--- config.mk ---
export PLATFORM = sky130hd
export DESIGN_NAME = btn_debounce
export DESIGN_NICKNAME = d
export VERILOG_FILES = /design/src/rtl/btn_debounce.sv
export SDC_FILE = /design/constraint.sdc
export NUM_CORES = 1
export LEC_CHECK = 0
export BUFFER_PORTS_ARGS = -buffer_cell sky130_fd_sc_hd__buf_2
export CAP_MARGIN = 20
export CORE_ASPECT_RATIO = 0.7
export CORE_MARGIN = 2
export CORE_UTILIZATION = 35
export DETAILED_ROUTE_END_ITERATION = 10
export HOLD_SLACK_MARGIN = 0.08
export PLACE_DENSITY = 0.54
export SYNTH_ARGS = -nofsm -noshare
export SYNTH_HDL_FRONTEND = slang
export SYNTH_SLANG_ARGS = --single-unit
--- constraint.sdc ---
create_clock -name clk -period 4.9 [get_ports clk]
set_input_delay 0.49 -clock clk [delete_from_list [all_inputs] [get_ports clk]]
set_output_delay 0.49 -clock clk [all_outputs]
set_load 0.1 [all_outputs]
--- src/rtl/btn_debounce.sv ---
// Push-button conditioner: polarity fix, 2-flop sync, debounce FSM, press/release/long pulses.
// Optional long-press detector enabled by defining BTN_DEBOUNCE_LONG_PRESS_EN.
module btn_debounce #(
  parameter int DEBOUNCE_CYCLES = 250000,
  parameter int LONG_CYCLES     = 25000000,
  parameter bit ACTIVE_LOW      = 1'b0
) (
  input  logic clk,
  input  logic rst_n,
  input  logic btn_in,
  output logic btn_level,
  output logic press_pulse,
  output logic release_pulse,
  output logic long_pulse
);

  localparam int CW = $clog2(DEBOUNCE_CYCLES);
  localparam logic [CW-1:0] CNT_LAST = CW'(DEBOUNCE_CYCLES - 1);

  typedef enum logic [1:0] {
    IDLE         = 2'd0,
    PRESS_WAIT   = 2'd1,
    PRESSED      = 2'd2,
    RELEASE_WAIT = 2'd3
  } state_t;

  state_t        state;
  logic [CW-1:0] cnt;
  logic          sync1;
  logic          sync2;
  logic          pin;

  // Normalise so that 1 always means pressed before the pin crosses into clk.
  assign pin = btn_in ^ ACTIVE_LOW;

  always_ff @(posedge clk or negedge rst_n) begin
    if (!rst_n) begin
      sync1 <= 1'b0;
      sync2 <= 1'b0;
    end else begin
      sync1 <= pin;
      sync2 <= sync1;
    end
  end

  always_ff @(posedge clk or negedge rst_n) begin
    if (!rst_n) begin
      state         <= IDLE;
      cnt           <= '0;
      btn_level     <= 1'b0;
      press_pulse   <= 1'b0;
      release_pulse <= 1'b0;
    end else begin
      press_pulse   <= 1'b0;
      release_pulse <= 1'b0;
      case (state)
        IDLE: begin
          if (sync2) begin
            state <= PRESS_WAIT;
            cnt   <= '0;
          end
        end
        PRESS_WAIT: begin
          if (!sync2) begin
            state <= IDLE;
            cnt   <= '0;
          end else if (cnt == CNT_LAST) begin
            state       <= PRESSED;
            cnt         <= '0;
            btn_level   <= 1'b1;
            press_pulse <= 1'b1;
          end else begin
            cnt <= cnt + CW'(1);
          end
        end
        PRESSED: begin
          if (!sync2) begin
            state <= RELEASE_WAIT;
            cnt   <= '0;
          end
        end
        RELEASE_WAIT: begin
          if (sync2) begin
            state <= PRESSED;
            cnt   <= '0;
          end else if (cnt == CNT_LAST) begin
            state         <= IDLE;
            cnt           <= '0;
            btn_level     <= 1'b0;
            release_pulse <= 1'b1;
          end else begin
            cnt <= cnt + CW'(1);
          end
        end
        default: begin
          state <= IDLE;
          cnt   <= '0;
        end
      endcase
    end
  end

`ifdef BTN_DEBOUNCE_LONG_PRESS_EN
  localparam int LW = $clog2(LONG_CYCLES + 1);
  localparam logic [LW-1:0] LONG_LAST = LW'(LONG_CYCLES - 1);
  localparam logic [LW-1:0] LONG_SAT  = LW'(LONG_CYCLES);

  logic [LW-1:0] lcnt;

  // Saturating at LONG_CYCLES keeps the pulse to one per hold; bounces through
  // RELEASE_WAIT keep counting so a chattering hold still qualifies.
  always_ff @(posedge clk or negedge rst_n) begin
    if (!rst_n) begin
      lcnt       <= '0;
      long_pulse <= 1'b0;
    end else begin
      long_pulse <= 1'b0;
      if (state == PRESS_WAIT && sync2 && cnt == CNT_LAST) begin
        lcnt <= '0;
      end else if (state == PRESSED || state == RELEASE_WAIT) begin
        if (lcnt == LONG_LAST) long_pulse <= 1'b1;
        if (lcnt != LONG_SAT)  lcnt <= lcnt + LW'(1);
      end
    end
  end
`else
  assign long_pulse = 1'b0;
`endif

endmodule

==> impl_metrics.tcl <==
set metrics [dict create \
    status "complete, no violations" \
    slew_headroom 0.492 \
    grt_overflow 0 \
    syn-mean-instance-area_um2 9.28 \
    rows 18 \
    cap_violations 0 \
    rsz0062_at_grt "no" \
    dpl.cell_count 191 \
    cts_buffers 3 \
    io_buffers 5 \
    design.die.area_um2 4250 \
    drtAntennaViolNets 0 \
    yosys_warnings 0 \
    drc_errors 0 \
    drt-pass1-iter-count 4 \
    async_flop_share 1.00 \
    worst-r2r-setup-slack_ns 2.64 \
    post-route-period-util 0.461 \
    p_seq_frac 0.448 \
    fin_setup_tns_ns 0 \
    clock_power_share 0.222 \
    synthXorXnorAreaFrac 0.00669 \
    p_int_mw 0.341 \
    gp_congestion 0.789 \
    grt_usage 0.153 \
    ioPinCount 7 \
    wl_per_cell_um 14.6 \
    nets 150 \
    dp_hpwl_mm 2.06 \
    netlist_instances 141 \
    syn_nets 145 \
    worstRegToRegCells 6 \
    core_um2 3560 \
    power.total_mw 0.555 \
    vdd_drop_max_uv 177 \
    drv_slew 0 \
    antenna_found_initial 0 \
    worst_ep_arrival_time_ns 2.42 \
    grt_pass1_wl_mm 4.93 \
    fmax_mhz 443 \
    tightest_slew_ns 0.761 \
    routed_wirelength_mm 2.85 \
    diodes 0 \
    synth.distinct_cells 38 \
    ys_seq_elements 25 \
    cts_tree "built" \
    synthToLayoutAreaGrowth_pct 8.41 \
    clock_path_buffers 2 \
    h-tree-depth 1 \
    skew_ns 0.00672 \
    grt_pass1_vias 1011 \
    grt_start_max_net_pins 26 \
    switchingPower_mw 0.214 \
    yosys.area_share.simple 0.265 \
    die_height_um 55.2 \
    synth_compound_area_frac 0.162 \
    ctsHoldBuffers 0 \
    placed_cell_area_um2 1370 \
    cts_setup_buffers 0 \
    cp.required_ns 5.06 \
    ys_dominant_reg_cell "dfrtp_1" \
    fp.dieW_um 77.1 \
    powerDensity_nw_per_um2 391 \
    ctsResizeCount 0 \
    holdWs_ns 0.198 \
    worstPathMaxFanout 12 \
    utilization 0.399 \
    setup_viol 0 \
    final_hold_viol_count 0 \
    post-route-min-period_ns 2.26 \
    r2r-start "cnt[0]" \
    synth_area_um2 1310 \
    ys_seq_area_frac 0.478 \
    synth_mux_area_frac 0.0239 \
    layout_setup_ws_ns 2.64 \
    drt_iter0_drc 48 \
    pre_cts_slack_ns 2.67 \
    p_sw_frac 0.385 \
    crit_path_start_kind "flip-flop" \
    combPwrFrac 0.329 \
    final_area_um2 1420 \
    start_util 0.368 \
    drive_above_1_share 0.124 \
    worst_setup_path_end_kind "flip-flop" \
    clkLatencyLatePin_ns 0.27 \
    path_clk_slew_ns 0.09 \
    path_class "flip-flop to flip-flop" \
    min_path_type "primary input to async pin" \
    synth_edf_count 0 \
    cts_sinks 25 \
    synth_top_family_by_area "simple AND/OR/NAND/NOR gates" \
    stdcell_count 195 \
    synth_adder_area_share 0.00956 \
    vias 1045 \
    cts_root_buf "clkbuf_8" \
    leakage_nw 0.602 \
    drt-vias-per-instance 5.36 \
]
-- metal layers --
layer,vias to the layer above,share of wire,global-route usage
met5,-,0,0
met1,508,0.53,0.214
met2,13,0.43,0.243
met3,4,0.033,0.0357
met4,0,0.0060,0.0387
li1,520,-,-
-- power groups by stage --
| stage | logic [mW] | clock network, mW | registers (mW) |
|---|---|---|---|
| floorplan | 0.149 | 0 | 0.240 |
| global placement | 0.168 | 0 | 0.252 |
| detailed placement | 0.182 | 0 | 0.252 |
| CTS | 0.181 | 0.128 | 0.248 |
| global route | 0.207 | 0.138 | 0.252 |
| finish | 0.183 | 0.123 | 0.249 |
-- cells in the mapped netlist, drive strengths merged (2+ instances only) --
library cell  number  area share
dfrtp             25        0.48
nand3             14       0.054
o21ai             13       0.050
a21oi             12       0.049
nand2             10       0.029
nor2              10       0.029
inv                9       0.026
or3                9       0.044
nand4              6       0.040
a21o               4       0.024
nor4               4       0.024
buf                3       0.018
clkbuf             3      0.0086
mux2i              2       0.015
nor3               2       0.016
-- sequential cells by signal, indices dropped and copies added (netlist names), named ones only --
name	count
release_pulse	1
state	1
cnt	18
btn_level	1
sync1	1
press_pulse	1
sync2	1
-- worst max-delay path: stages (launching register included) --
cell and delay [ns]:
dfrtp_1 0.41, ha_1 0.23, nand3_1 0.16, nor4_2 0.52
a21o_1 0.41, nand2_1 0.11, mux2_1 0.31
-- placed cells by master (no fill, tap or decap), types with 2 or more instances in the layout --
master | netlist | layout
nor2_1 | 10 | 10
a21o_1 | 3 | 3
nand4_1 | 5 | 5
o21ai_0 | 13 | 13
a21oi_1 | 11 | 11
dfrtp_1 | 25 | 25
nand3_1 | 14 | 14
nor4_1 | 3 | 3
or3_1 | 8 | 8
mux2i_1 | 2 | 2
inv_1 | 9 | 9
nand2_1 | 10 | 10
buf_2 | 1 | 5
clkbuf_8 | 0 | 3
-- worst max-delay path by stage --
| stage | startpoint | endpoint | slack (ns) | cells past startpoint |
|---|---|---|---|---|
| finish | cnt[0] | flip-flop | 2.64 | 6 |
| global route | cnt[0] | flip-flop | 2.43 | 6 |
| CTS | cnt[0] | flip-flop | 2.64 | 6 |
| detailed placement | cnt[0] | flip-flop | 2.67 | 6 |
| global placement | cnt[0] | flip-flop | 2.73 | 6 |
| floorplan | cnt[0] | flip-flop | 2.95 | 7 |
-- cells by family after synthesis --
family / count (synthesis)
buffers and inverters: 15
muxes: 3
xor gates and xnor gates: 1
adders and majority gates: 1
other: 1
AOI/OAI and AO/OA: 35
DFF: 25
and+or+nand+nor: 60
-- final cells by class --
cell class                      instances  area, µm²
Fill cell                             367       2140
Sequential cell                        25        626
Multi-Input combinational cell        101        614
Tap cell                               50       62.6
Clock buffer                            3       41.3
Timing Repair Buffer                    6       36.3
Inverter                                9       33.8
Clock inverter                          1       5.00
No activity file was read; power rests on OpenSTA's default activity.
